===== config.mk =====
export PLATFORM = sky130hd
export DESIGN_NAME = vga_pattern_gen
export DESIGN_NICKNAME = d
export VERILOG_FILES = /design/src/rtl/vga_pattern_gen.sv
export SDC_FILE = /design/constraint.sdc
export NUM_CORES = 1
export LEC_CHECK = 0
export CAP_MARGIN = 20
export CELL_PAD_IN_SITES_DETAIL_PLACEMENT = 0
export CELL_PAD_IN_SITES_GLOBAL_PLACEMENT = 1
export CORE_UTILIZATION = 44
export DETAILED_ROUTE_END_ITERATION = 12
export PLACE_DENSITY = 0.81
export SKIP_CTS_REPAIR_TIMING = 1
export SYNTH_ARGS = -nofsm -noshare
export SYNTH_HDL_FRONTEND = slang
export SYNTH_SLANG_ARGS = --single-unit

===== constraint.sdc =====
create_clock -name clk -period 7.5 [get_ports clk]
set_clock_uncertainty 0.05 [all_clocks]
set_input_delay 1.5 -clock clk [delete_from_list [all_inputs] [get_ports clk]]
set_output_delay 1.5 -clock clk [all_outputs]
set_load 0.02 [all_outputs]

===== src/rtl/vga_pattern_gen.sv =====
// 640x480@60 VGA timing generator with four test patterns, packed for a TinyVGA PMOD.
// Optional horizontal scroll (1 px per frame) is enabled by defining PATTERN_SCROLL_EN.
module vga_pattern_gen #(
    parameter int   H_ACTIVE = 640,
    parameter int   H_FP     = 16,
    parameter int   H_SYNC   = 96,
    parameter int   H_BP     = 48,
    parameter int   V_ACTIVE = 480,
    parameter int   V_FP     = 10,
    parameter int   V_SYNC   = 2,
    parameter int   V_BP     = 33,
    parameter logic SYNC_POL = 1'b0
) (
    input  logic       clk,
    input  logic       rst,
    input  logic       en,
    input  logic [1:0] pattern_sel,
    output logic [7:0] vga_out,
    output logic [9:0] hpos,
    output logic [9:0] vpos,
    output logic       active,
    output logic       frame_start
);
    localparam logic [9:0] H_ACT_C  = 10'(H_ACTIVE);
    localparam logic [9:0] H_SS_C   = 10'(H_ACTIVE + H_FP);
    localparam logic [9:0] H_SE_C   = 10'(H_ACTIVE + H_FP + H_SYNC - 1);
    localparam logic [9:0] H_LAST_C = 10'(H_ACTIVE + H_FP + H_SYNC + H_BP - 1);
    localparam logic [9:0] V_ACT_C  = 10'(V_ACTIVE);
    localparam logic [9:0] V_SS_C   = 10'(V_ACTIVE + V_FP);
    localparam logic [9:0] V_SE_C   = 10'(V_ACTIVE + V_FP + V_SYNC - 1);
    localparam logic [9:0] V_LAST_C = 10'(V_ACTIVE + V_FP + V_SYNC + V_BP - 1);
    localparam logic [7:0] VGA_RST_C = {~SYNC_POL, 3'b000, ~SYNC_POL, 3'b000};

    // Returns {R[1:0],G[1:0],B[1:0]} for the selected pattern at column x, line y.
    function automatic logic [5:0] pattern_rgb(input logic [1:0] sel,
                                               input logic [8:0] x,
                                               input logic [8:0] y);
        logic [3:0] xy;
        logic [2:0] bar;
        logic [5:0] rgb;
        xy  = x[7:4] ^ y[7:4];
        bar = x[8:6];
        rgb = 6'b000000;
        case (sel)
            2'd0: rgb = {xy[1:0], xy[2:1], xy[3:2]};
            2'd1: rgb = (x[5] ^ y[5]) ? 6'b111111 : 6'b000000;
            2'd2: begin
                if (bar == 3'b000) begin
                    bar = 3'b111;
                end else begin
                    bar = x[8:6];
                end
                rgb = {{2{bar[2]}}, {2{bar[1]}}, {2{bar[0]}}};
            end
            2'd3: rgb = {x[8:7], y[8:7], x[8:7] ^ y[8:7]};
            default: rgb = 6'b000000;
        endcase
        return rgb;
    endfunction

    logic [9:0] h_q, h_d, v_q, v_d;
    logic [1:0] pat_q, pat_d;
    logic [7:0] vga_q, vga_d;
    logic [9:0] hpos_q, hpos_d, vpos_q, vpos_d;
    logic       act_q, act_d, fs_q, fs_d;

    logic       origin_s, vis_s, hs_s, vs_s;
    logic [1:0] pat_use_s;
    logic [8:0] x_s;
    logic [5:0] rgb_s;

`ifdef PATTERN_SCROLL_EN
    logic [7:0] frm_q, frm_d;
    assign x_s = h_q[8:0] + {1'b0, frm_q};
`else
    assign x_s = h_q[8:0];
`endif

    // The frame's pattern is taken at pixel (0,0) so that pixel already shows it.
    assign origin_s  = (h_q == 10'd0) && (v_q == 10'd0);
    assign pat_use_s = origin_s ? pattern_sel : pat_q;
    assign vis_s     = (h_q < H_ACT_C) && (v_q < V_ACT_C);
    assign hs_s      = ((h_q >= H_SS_C) && (h_q <= H_SE_C)) ? SYNC_POL : ~SYNC_POL;
    assign vs_s      = ((v_q >= V_SS_C) && (v_q <= V_SE_C)) ? SYNC_POL : ~SYNC_POL;
    assign rgb_s     = vis_s ? pattern_rgb(pat_use_s, x_s, v_q[8:0]) : 6'b000000;

    // Next-state: counters advance and outputs load only on en cycles.
    always_comb begin
        h_d    = h_q;
        v_d    = v_q;
        pat_d  = pat_q;
        vga_d  = vga_q;
        hpos_d = hpos_q;
        vpos_d = vpos_q;
        act_d  = act_q;
        fs_d   = fs_q;
`ifdef PATTERN_SCROLL_EN
        frm_d  = frm_q;
`endif
        if (en) begin
            pat_d  = pat_use_s;
            vga_d  = {hs_s, rgb_s[0], rgb_s[2], rgb_s[4], vs_s, rgb_s[1], rgb_s[3], rgb_s[5]};
            hpos_d = h_q;
            vpos_d = v_q;
            act_d  = vis_s;
            fs_d   = origin_s;
            if (h_q == H_LAST_C) begin
                h_d = 10'd0;
                if (v_q == V_LAST_C) begin
                    v_d = 10'd0;
`ifdef PATTERN_SCROLL_EN
                    frm_d = frm_q + 8'd1;
`endif
                end else begin
                    v_d = v_q + 10'd1;
                end
            end else begin
                h_d = h_q + 10'd1;
            end
        end else begin
            h_d = h_q;
        end
    end

    // State and output registers with synchronous reset.
    always_ff @(posedge clk) begin
        if (rst) begin
            h_q    <= 10'd0;
            v_q    <= 10'd0;
            pat_q  <= 2'd0;
            vga_q  <= VGA_RST_C;
            hpos_q <= 10'd0;
            vpos_q <= 10'd0;
            act_q  <= 1'b0;
            fs_q   <= 1'b0;
`ifdef PATTERN_SCROLL_EN
            frm_q  <= 8'd0;
`endif
        end else begin
            h_q    <= h_d;
            v_q    <= v_d;
            pat_q  <= pat_d;
            vga_q  <= vga_d;
            hpos_q <= hpos_d;
            vpos_q <= vpos_d;
            act_q  <= act_d;
            fs_q   <= fs_d;
`ifdef PATTERN_SCROLL_EN
            frm_q  <= frm_d;
`endif
        end
    end

    assign vga_out     = vga_q;
    assign hpos        = hpos_q;
    assign vpos        = vpos_q;
    assign active      = act_q;
    assign frame_start = fs_q;
endmodule


==> metrics <==
status=completed; Worst R2R Path Depth=5; Final Cell Area=2940 um2; DPL Wire Length=3520 um; Post-Syn Area=2470 um2; CP startpoint=en; dpl ws=3.67 ns; Design Power=0.535 mW; Root Driver=clkbuf_8; final hold violations=0; syn_nets=291; Worst-path clk slew=0.09 ns; I/O pin total=35; critical path class=in -> reg; grt ovf=0; Initial Utilization=0.468; hold endpoint=vga_out[4]; Layout area overhead=19.0%; data required time at the worst endpoint=7.64 ns; Total GRT Usage=0.183; gpl congestion=0.870; max-slew violation count=0; Die X=76.9 um; Synth top area share=0.422; WL final=5070 um; CTS tree=built; final net count=313; Iter 0 DRT Violations=54; leak pwr=1.18 nW; hold path depth=2; H-Tree Depth=2; Mean Syn Cell Area=8.75 um2; r2r endpoint=vga_out[1]; max cap viols=0; sequential fraction of the synthesis area=0.422; crit path DAT=3.64 ns; CP Launch Type=input port; Worst R2R Start=h_q[6]; die area=5910 um2; fin crit period=3.50 ns; number of remaining DRC errors=0; Worst setup EP type=register; Cell variety after synth=43; Avg WL per Cell=13.5 um; Cells after Synth=282; Vias=1964; largest area contributor in the netlist=dfxtp_1; Synth Warn #=0; min-delay worst type=reg -> reg; FMAX=286 MHz; final setup TNS=0 ns; Synth area leaders=dfxtp_1 42%, mux2i_1 11%, nor2_1 7.9%, xor2_1 5.0%, clkbuf_1 2.1%; initial antenna violation count=0; Clock Sinks=52; HP Start=vga_out[4]; drt pass-1 iters=4; CP dominant cell by count=buf_4; worst setup margin=4.00 ns; core area=5270 um2; Worst Tran Pin Value=0.816 ns; crit-path cells=clkdlybuf4s50_1 > buf_4 > nand4_1 > nor4_1 > buf_4 > and4_1 > nand3_1 > xor2_1 > nor2_1; VDD IR max=0.127 mV; final clock period utilization by the worst path=0.466; row count=26; Slew HR=0.451; total CTS buffers=5; pin count of the biggest net entering global routing=42; Crit-path slowest cell=clkdlybuf4s50_1; post-synthesis register bit count=52; Reg2Reg Setup Slack=4.69 ns; ant diodes=0; vias in the first global route=1789; port buffer count=34; RSZ-0062 raised after global routing=false; global-route wire length before repair=8610 um; vias per std cell=5.24; Die Ht=76.9 um; Top Family by Delay on Critical Path=buffers and inverters; Worst Path Max Fanout=34; final setup vio count=0; Worst-Skew Late Latency=0.31 ns; dpl cell area=2830 um2; CP Buf/Inv Count=3; DRT antenna net count=0; power density over cell area=182 nW/um2; clk buf depth=2; share of cells above drive strength 1=0.0525; Crit path largest cell delay=0.45 ns
-- cells in the final DEF, fill, tap and decap left out, types with 3 or more instances in the layout --
master,instances
a21o_1,3
a21oi_1,8
a32o_1,4
and3_1,3
buf_4,3
clkbuf_8,5
clkdlybuf4s50_1,34
dfxtp_1,52
ha_1,4
inv_1,9
mux2i_1,27
nand2_1,13
nand2b_1,3
nand3_1,8
nand3b_1,3
nand4_1,6
nor2_1,52
nor3_1,7
nor4_1,3
o21ai_0,6
or3_1,3
or4_1,3
xnor2_1,6
xor2_1,14
-- worst max path at each step --
stage | cells past startpoint | endpoint | slack [ns]
finish | 9 | v_q[8] | 4.00
CTS | 9 | v_q[8] | 4.00
floorplan | 7 | v_q[4] | 4.50
global route | 9 | v_q[8] | 3.74
detailed placement | 9 | v_q[8] | 3.67
global placement | 9 | v_q[8] | 3.73
-- state kept, by name, summed over array words and instances, names as in the netlist --
signal	count
h_q	10
hpos	10
v_q	10
vpos	10
vga_out	8
pat_q	2
active	1
frame_start	1
-- kinds of logic after synthesis --
group | after synthesis | share of synthesized area
buf+inv | 31 | 0.0512
xor+xnor | 20 | 0.0710
fa+ha+maj | 4 | 0.0203
simple gates | 114 | 0.230
mux | 28 | 0.114
flops | 52 | 0.422
compound gates | 33 | 0.0917
-- cells in the mapped netlist --
cell type,number
nand4b_1,1
o21ai_0,6
and2_4,1
or4b_4,1
nand3b_1,3
nor2_1,52
ha_1,4
o22ai_1,1
and3_1,3
clkbuf_1,14
nand2b_1,3
nand2_1,13
buf_6,1
a21oi_1,8
or3_1,3
inv_1,9
o2111ai_1,1
a31oi_1,2
mux2_2,1
a211o_1,2
nor3_2,1
dfxtp_1,52
o31ai_1,1
nor2b_1,1
a21o_1,3
nand4_1,6
o21a_1,2
a32o_1,4
a32oi_1,1
nand3_1,8
buf_2,2
buf_1,5
and4_1,2
nor3_1,7
or2_2,1
a41oi_1,1
o221ai_1,1
mux2i_1,27
and4b_1,2
xor2_1,14
nor4_1,3
or4_1,3
xnor2_1,6
-- per-stage QoR --
step | hold slack (ns) | util | cells
floorplan | 0.432 | - | 282
global placement | 0.388 | 0.536 | 367
detailed placement | 0.397 | 0.536 | 367
CTS | 0.420 | 0.557 | 375
global route | 0.458 | 0.557 | 375
finish | 0.412 | 0.557 | 375
-- routing by layer --
| metal | routed length [um] | vias to the layer above | global-route usage |
|---|---|---|---|
| li1 | - | 1013 | - |
| met1 | 2650 | 910 | 0.254 |
| met2 | 2190 | 32 | 0.270 |
| met3 | 148 | 9 | 0.0405 |
| met4 | 72 | 0 | 0.0808 |
| met5 | 0 | - | 0 |
-- report_power, final --
part	internal [mW]	switching [mW]
registers	0.282	0.00456
logic	0.0268	0.0308
clock network	0.0988	0.0925
-- area by class of cell --
cell class	count	area (um2)
clock buffers	5	68.8
repair buffers	37	363
flip-flops and latches	52	1040
fillers	516	2330
clock inverters	3	42.5
inverters	9	33.8
well taps	70	87.6
multi-input cells	199	1300
-- worst register-to-register path, stage by stage (launching register included) --
cell and delay (ns):
dfxtp_1 0.46, or4b_4 0.63, nor3_2 0.36, mux2_2 0.41, or4_1 0.50, a32o_1 0.28
Note: power is estimated with default switching activity, not from simulation.
